`config.mk`:
```
export PLATFORM = sky130hd
export DESIGN_NAME = spi_frame_ctrl
export DESIGN_NICKNAME = d
export VERILOG_FILES = /design/src/rtl/spi_frame_ctrl.sv
export SDC_FILE = /design/constraint.sdc
export NUM_CORES = 1
export LEC_CHECK = 0
export ABC_AREA = 1
export CAP_MARGIN = 0
export CORE_MARGIN = 5
export CORE_UTILIZATION = 31
export DETAILED_ROUTE_END_ITERATION = 6
export DONT_BUFFER_PORTS = 1
export PLACE_DENSITY_LB_ADDON = 0.3
export SLEW_MARGIN = 20
export SYNTH_ARGS = -nofsm -noshare
export SYNTH_HDL_FRONTEND = slang
export SYNTH_SLANG_ARGS = --single-unit
```
`constraint.sdc`:
```
create_clock -name i_clk -period 1.2 [get_ports i_clk]
set_input_delay 0.24 -clock i_clk [delete_from_list [all_inputs] [get_ports i_clk]]
set_output_delay 0.24 -clock i_clk [all_outputs]
set_load 0.02 [all_outputs]
```
`src/rtl/spi_frame_ctrl.sv`:
```
// -----------------------------------------------------------------------------
// spi_frame_ctrl
//   SPI slave frame controller (mode 0: CPOL=0, CPHA=0) for the roll-display
//   path. The raw SPI pins are oversampled on the system clock. Transfers are
//   framed by nss. Each frame shifts in FRAME_BITS bits and returns i_tx_word
//   on o_sdo. Only complete, correctly sized frames reach the display logic.
//   Short or long frames raise a one-clock error pulse and are dropped.
//   The system clock must run at least 4x faster than sck.
//
// Ports
//   i_clk          system clock, all logic on posedge
//   i_rst_raw      synchronous active-low reset
//   i_sck          SPI clock from master (asynchronous to i_clk)
//   i_sdi          SPI data from master
//   i_nss          SPI slave select, active-low
//   o_sdo          SPI data to master
//   i_tx_word      word returned to master, latched at frame start
//   o_frame_data   last valid frame received, MSB = first bit on the wire
//   o_frame_valid  1-clk pulse: o_frame_data just updated
//   o_frame_err    1-clk pulse: frame ended with bit count != FRAME_BITS
//   o_busy         high while the FSM is not idle
//   o_frame_count  count of valid frames, wraps 255 -> 0
//
// FSM states
//   state    | meaning
//   ---------+-------------------------------------------------------------
//   S_IDLE   | waiting for an nss falling edge, sdo held low
//   S_ACTIVE | frame in progress: shift on sck edges, leave on nss rise
//   S_FINISH | one cycle: publish the frame or flag an error, then idle
// -----------------------------------------------------------------------------
module spi_frame_ctrl #(
    parameter int FRAME_BITS  = 16,
    parameter int SYNC_STAGES = 2
) (
    input  logic                  i_clk,
    input  logic                  i_rst_raw,
    input  logic                  i_sck,
    input  logic                  i_sdi,
    input  logic                  i_nss,
    output logic                  o_sdo,
    input  logic [FRAME_BITS-1:0] i_tx_word,
    output logic [FRAME_BITS-1:0] o_frame_data,
    output logic                  o_frame_valid,
    output logic                  o_frame_err,
    output logic                  o_busy,
    output logic [7:0]            o_frame_count
);

    localparam int CW = $clog2(FRAME_BITS + 2);
    localparam int FW = $clog2(SYNC_STAGES + 1);
    localparam logic [CW-1:0] C_FULL = CW'(FRAME_BITS);
    localparam logic [CW-1:0] C_SAT  = CW'(FRAME_BITS + 1);
    localparam logic [FW-1:0] C_FILL = FW'(SYNC_STAGES);

    typedef enum logic [1:0] {
        S_IDLE   = 2'd0,
        S_ACTIVE = 2'd1,
        S_FINISH = 2'd2
    } state_t;

    // ---------------------------------------------------------------- pins
    logic [SYNC_STAGES-1:0] r_sck_sync;
    logic [SYNC_STAGES-1:0] r_sdi_sync;
    logic [SYNC_STAGES-1:0] r_nss_sync;
    logic                   r_sck_d;
    logic                   r_nss_d;

    logic w_sck;
    logic w_sdi;
    logic w_nss;
    logic w_sck_rise;
    logic w_sck_fall;
    logic w_nss_rise;
    logic w_nss_fall;

    always_ff @(posedge i_clk) begin
        if (!i_rst_raw) begin
            r_sck_sync <= '0;
            r_sdi_sync <= '0;
            r_nss_sync <= '1;
            r_sck_d    <= 1'b0;
            r_nss_d    <= 1'b1;
        end else begin
            r_sck_sync <= {r_sck_sync[SYNC_STAGES-2:0], i_sck};
            r_sdi_sync <= {r_sdi_sync[SYNC_STAGES-2:0], i_sdi};
            r_nss_sync <= {r_nss_sync[SYNC_STAGES-2:0], i_nss};
            r_sck_d    <= w_sck;
            r_nss_d    <= w_nss;
        end
    end

    assign w_sck      = r_sck_sync[SYNC_STAGES-1];
    assign w_sdi      = r_sdi_sync[SYNC_STAGES-1];
    assign w_nss      = r_nss_sync[SYNC_STAGES-1];
    assign w_sck_rise =  w_sck & ~r_sck_d;
    assign w_sck_fall = ~w_sck &  r_sck_d;
    assign w_nss_rise =  w_nss & ~r_nss_d;
    assign w_nss_fall = ~w_nss &  r_nss_d;

    // ----------------------------------------------------------- arming
    // The nss synchronizer comes out of reset holding 1. If the master is
    // already mid-frame at reset release, the pipeline then flushes to 0 and
    // looks like a falling edge. To ignore that frame, a start is accepted
    // only after nss has been seen high on a pin-derived sample, i.e. once
    // the reset value has fully drained out of the synchronizer.
    logic [FW-1:0] r_fill_cnt;
    logic          r_armed;
    logic          w_fill_done;

    assign w_fill_done = (r_fill_cnt == C_FILL);

    always_ff @(posedge i_clk) begin
        if (!i_rst_raw) begin
            r_fill_cnt <= '0;
            r_armed    <= 1'b0;
        end else begin
            if (!w_fill_done) begin
                r_fill_cnt <= r_fill_cnt + 1'b1;
            end
            if (w_fill_done && w_nss) begin
                r_armed <= 1'b1;
            end
        end
    end

    // ------------------------------------------------------------- FSM
    state_t                r_state;
    state_t                w_state_nxt;
    logic [CW-1:0]         r_bit_cnt;
    logic [CW-1:0]         w_bit_cnt_nxt;
    logic [FRAME_BITS-1:0] r_tx_sh;
    logic [FRAME_BITS-1:0] w_tx_sh_nxt;
    logic [FRAME_BITS-1:0] r_rx_sh;
    logic [FRAME_BITS-1:0] w_rx_sh_nxt;
    logic                  r_sdo;
    logic                  w_sdo_nxt;
    logic [FRAME_BITS-1:0] r_frame_data;
    logic [FRAME_BITS-1:0] w_frame_data_nxt;
    logic                  r_frame_valid;
    logic                  w_frame_valid_nxt;
    logic                  r_frame_err;
    logic                  w_frame_err_nxt;
    logic [7:0]            r_frame_count;
    logic [7:0]            w_frame_count_nxt;
    logic                  r_busy;

    always_ff @(posedge i_clk) begin
        if (!i_rst_raw) begin
            r_state       <= S_IDLE;
            r_bit_cnt     <= '0;
            r_tx_sh       <= '0;
            r_rx_sh       <= '0;
            r_sdo         <= 1'b0;
            r_frame_data  <= '0;
            r_frame_valid <= 1'b0;
            r_frame_err   <= 1'b0;
            r_frame_count <= '0;
            r_busy        <= 1'b0;
        end else begin
            r_state       <= w_state_nxt;
            r_bit_cnt     <= w_bit_cnt_nxt;
            r_tx_sh       <= w_tx_sh_nxt;
            r_rx_sh       <= w_rx_sh_nxt;
            r_sdo         <= w_sdo_nxt;
            r_frame_data  <= w_frame_data_nxt;
            r_frame_valid <= w_frame_valid_nxt;
            r_frame_err   <= w_frame_err_nxt;
            r_frame_count <= w_frame_count_nxt;
            r_busy        <= (w_state_nxt != S_IDLE);
        end
    end

    always_comb begin
        w_state_nxt       = r_state;
        w_bit_cnt_nxt     = r_bit_cnt;
        w_tx_sh_nxt       = r_tx_sh;
        w_rx_sh_nxt       = r_rx_sh;
        w_sdo_nxt         = r_sdo;
        w_frame_data_nxt  = r_frame_data;
        w_frame_valid_nxt = 1'b0;
        w_frame_err_nxt   = 1'b0;
        w_frame_count_nxt = r_frame_count;

        case (r_state)
            S_IDLE: begin
                w_sdo_nxt = 1'b0;
                if (w_nss_fall && r_armed) begin
                    w_bit_cnt_nxt = '0;
                    w_tx_sh_nxt   = i_tx_word;
                    w_sdo_nxt     = i_tx_word[FRAME_BITS-1];
                    w_state_nxt   = S_ACTIVE;
                end
            end

            S_ACTIVE: begin
                // End of frame wins over any sck edge seen in the same cycle.
                if (w_nss_rise) begin
                    w_state_nxt = S_FINISH;
                end else begin
                    if (w_sck_rise) begin
                        w_rx_sh_nxt = {r_rx_sh[FRAME_BITS-2:0], w_sdi};
                        // Saturate one past full so long frames stay distinct.
                        if (r_bit_cnt != C_SAT) begin
                            w_bit_cnt_nxt = r_bit_cnt + 1'b1;
                        end
                    end
                    if (w_sck_fall) begin
                        // Zeros shift in behind the word, so sdo drops to 0
                        // by itself once every tx bit has been sent.
                        w_tx_sh_nxt = r_tx_sh << 1;
                        w_sdo_nxt   = r_tx_sh[FRAME_BITS-2];
                    end
                end
            end

            S_FINISH: begin
                w_state_nxt = S_IDLE;
                w_sdo_nxt   = 1'b0;
                if (r_bit_cnt == C_FULL) begin
                    w_frame_data_nxt  = r_rx_sh;
                    w_frame_valid_nxt = 1'b1;
                    w_frame_count_nxt = r_frame_count + 8'd1;
                end else begin
                    w_frame_err_nxt = 1'b1;
                end
            end

            default: begin
                w_state_nxt = S_IDLE;
                w_sdo_nxt   = 1'b0;
            end
        endcase
    end

    assign o_sdo         = r_sdo;
    assign o_frame_data  = r_frame_data;
    assign o_frame_valid = r_frame_valid;
    assign o_frame_err   = r_frame_err;
    assign o_busy        = r_busy;
    assign o_frame_count = r_frame_count;

endmodule

```
==> impl_metrics.json <==
{
  "p_leak_uw": 0.00189,
  "synth-xor-area-share_pct": 0,
  "diodes": 0,
  "drc": 0,
  "grt_pass1_wl_um": 12500,
  "r2r_slack_ns": -0.09,
  "total_power_uw": 5140,
  "dr.pass1.iters": 5,
  "rsz0062_at_grt": "true",
  "n_fill_cell": 1061,
  "die-width_um": 114,
  "power_density_mw_per_mm2": 1170,
  "rows": 37,
  "initial_core_util_pct": 32.0,
  "drt_iter0_markers": 134,
  "portBuffers": 0,
  "coreArea_mm2": 0.0104,
  "worstPathArrival_ns": 1.58,
  "antenna_found_initial": 0,
  "min_period_ns": 1.29,
  "dieArea_mm2": 0.0129,
  "startpoint_type": "register",
  "crit_type": "reg2reg",
  "syn_to_final_growth_pct": 31.5,
  "netlist_area_mm2": 0.00333,
  "hpwl_um": 4770,
  "multi_input_area_mm2": 0.00171,
  "grtUsageTotal_pct": 12.1,
  "insertion_delay_ns": 0.36,
  "timing.final.crit_share_pct": 107,
  "ys_seq_elements": 77,
  "antenna_left": 0,
  "cts-root-buf": "clkbuf_8",
  "crit_end": "o_frame_data[2]",
  "clockBufferDepth": 2,
  "ios": 49,
  "hold_buffers": 6,
  "violations": "negative hold slack, negative setup slack",
  "cts_tree": "built",
  "status": "finished with violations",
  "p_int_uw": 3820,
  "routed_wl_um": 7690,
  "fin_util_pct": 42.0,
  "seq_area_frac_synth_pct": 46.3,
  "synth-compound-area-share_pct": 14.8,
  "ir_worst_vdd_mv": 0.744,
  "p_sw_uw": 1320,
  "fmax_ghz": 0.778,
  "synthSimpleGateAreaFrac_pct": 25.5,
  "nNetsFinal": 507,
  "place_area_mm2": 0.00366,
  "vias": 2840,
  "cp-end-kind": "register",
  "drv_cap": 0,
  "swShare_pct": 25.6,
  "fin_hold_ws_ns": -0.0106,
  "rr_endpoint": "o_frame_data[2]",
  "fin_skew_ns": 0.00963,
  "syn-num-nets": 470,
  "synth_mux_area_share_pct": 0,
  "ys_warn_count": 0,
  "worstSetupStartpoint": "r_bit_cnt[0]",
  "clockPowerShare_pct": 38.5,
  "worst_pin_slew_ns": 0.439,
  "worst_slack_ns": -0.0851,
  "synth_top_family_by_area": "simple AND/OR/NAND/NOR gates",
  "p_comb_share_pct": 9.5,
  "worstPathRequired_ns": 1.49,
  "synth_cells": 444,
  "reg2reg_depth": 7,
  "synth_area_per_cell_um2": 7.50,
  "crit_fanout": 11,
  "dp_slack_ns": -0.0983,
  "grt_pass1_vias": 2679,
  "h-tree-depth": 3,
  "max_slew_margin_pct": 70.7,
  "detail_route.wl_per_cell_um": 12.4,
  "maxSlewViolCount": 0,
  "die_h_um": 114,
  "r2r_start": "r_bit_cnt[0]",
  "clk_pin_slew_worst_paths_ns": 0.09,
  "cts_sinks": 77,
  "grt_start_max_net_pins": 35,
  "fin_area_mm2": 0.00438,
  "setup_violations": 25,
  "yosysUniqueCellTypes": 28,
  "grt_overflow": 0,
  "synth_fa_ha_area_share_pct": 1.88,
  "hold_violations": 10,
  "drive_gt1_share_pct": 34.2,
  "seqPwrFrac_pct": 51.9,
  "vias_per_cell": 4.57,
  "ff_latch_area_mm2": 0.00156,
  "min_path_type": "in2reg",
  "gp_congestion": 0.805,
  "cts_buffers": 9
}
## how the worst min path moves through the flow
| stage | startpoint | to | slack [ns] | depth (start not counted) |
|---|---|---|---|---|
| 2_1_floorplan | i_sck | r_sck_sync[0] | 0.34 | 2 |
| 3_3_place_gp | i_sck | r_sck_sync[0] | 0.34 | 2 |
| 3_5_place_dp | i_sck | r_sck_sync[0] | 0.34 | 2 |
| 4_1_cts | i_rst_raw | o_frame_data[5] | 0.0007 | 2 |
| 5_1_grt | i_rst_raw | o_frame_data[9] | -0.04 | 2 |
| 6_report | i_rst_raw | o_frame_data[9] | -0.01 | 2 |
## logic make-up (layout without fill, tap and decap cells)
logic type / after synthesis / count (layout)
flip-flops: 77 / 77
AO/OA/AOI/OAI: 92 / 92
AND/OR/NAND/NOR: 185 / 185
adder cells (fa/ha/maj): 5 / 5
buffers and inverters: 85 / 127
## power groups by stage
stage | Sequential [uW] | Clock (uW) | Combinational (uW)
6_report | 2670 | 1980 | 490
4_1_cts | 2670 | 2060 | 439
3_3_place_gp | 2720 | 0 | 357
2_1_floorplan | 2730 | 0 | 310
5_1_grt | 2680 | 2170 | 554
3_5_place_dp | 2730 | 0 | 368
## per-layer routing
metal	GRT usage [%]	up-vias	share of wire, %
met5	0	-	0
met3	5.15	9	5.7
met4	3.85	0	1.4
li1	-	1485	-
met2	19.7	48	48
met1	14.5	1298	45
## synthesized netlist by cell type
cell	number	area [um^2]
dfxtp_1	77	1540
nand2_1	75	282
inv_1	58	218
nor2_1	57	214
o21ai_0	38	190
a21oi_1	36	180
nand3_1	33	165
o21ai_1	9	45.0
a21oi_2	8	70.1
buf_6	7	78.8
clkbuf_1	7	26.3
nand4_1	6	37.5
buf_2	5	25.0
ha_1	5	62.6
inv_2	4	15.0
nand2_2	3	18.8
or2_2	3	18.8
buf_4	2	15.0
nand3_4	2	35.0
a31oi_1	1	6.26
buf_1	1	3.75
clkbuf_2	1	5.00
nand2_4	1	11.3
nand3b_1	1	7.51
nand4_4	1	21.3
nor2_2	1	6.26
nor2_4	1	11.3
nor2_8	1	20.0
## worst max-delay path: stages, from the launching register on
cell,delay (ns)
dfxtp_4,0.37
inv_4,0.06
ha_4,0.14
nand3_4,0.09
nor2_8,0.19
buf_12,0.16
o21ai_1,0.06
a21oi_1,0.14
## through the flow
step | setup TNS [ns] | std cells | hold slack, ns
after detailed placement | -1.97 | 591 | 0.341
after floorplan | -0.0696 | 444 | 0.338
after global placement | -0.941 | 591 | 0.343
after global routing | -3.22 | 622 | -0.0408
final | -1.05 | 622 | -0.0106
after CTS | -1.23 | 619 | 0.000666
## sequential cells by signal, summed over array words and instances, names as in the netlist
register,count
r_sdi_sync,2
o_frame_valid,1
r_sck_d,1
r_rx_sh,16
r_nss_d,1
o_sdo,1
r_fill_cnt,2
o_frame_data,16
r_sck_sync,2
o_frame_count,8
o_busy,1
r_tx_sh,15
r_state,2
r_nss_sync,2
o_frame_err,1
r_bit_cnt,5
r_armed,1
## cell usage in the layout (no fill, tap or decap), types with 2 or more instances in the layout
cell,synthesis,routed
dfxtp_1,77,70
nand2_1,75,64
inv_1,58,54
nor2_1,57,37
a21oi_1,36,33
buf_4,2,29
nor2_2,1,19
o21ai_2,0,17
nand3_2,0,17
nand3_1,33,16
o21ai_0,38,16
o21ai_1,9,14
a21oi_2,8,11
nand2_2,3,10
clkbuf_8,0,9
buf_6,7,8
nand4_1,6,6
buf_12,0,6
nand2_4,1,5
dlygate4sd3_1,0,5
dfxtp_2,0,5
inv_4,0,3
inv_2,4,3
nor2_4,1,3
or2_2,3,3
ha_4,0,3
clkinv_4,0,3
nand3_4,2,2
inv_8,0,2
ha_1,5,2
dfxtp_4,0,2
## final cells by class
class                   count  share of cell area, %
multi-input cells         282                   39.0
flip-flops and latches     77                   35.5
repair buffers             49                   11.3
inverters                  62                   5.77
well taps                 136                   3.89
clock buffers              10                   2.91
clock inverters             6                   1.66
## timing repair
action | CTS | global route
gates resized for setup | 40 | 83
pin swaps | 12 | 19
cloned | 1 | 1
setup endpoints to repair | 60 | 58
buffers inserted | 5 | 3
hold endpoints to repair | 36 | 15
No activity file was read; power rests on OpenSTA's default activity.
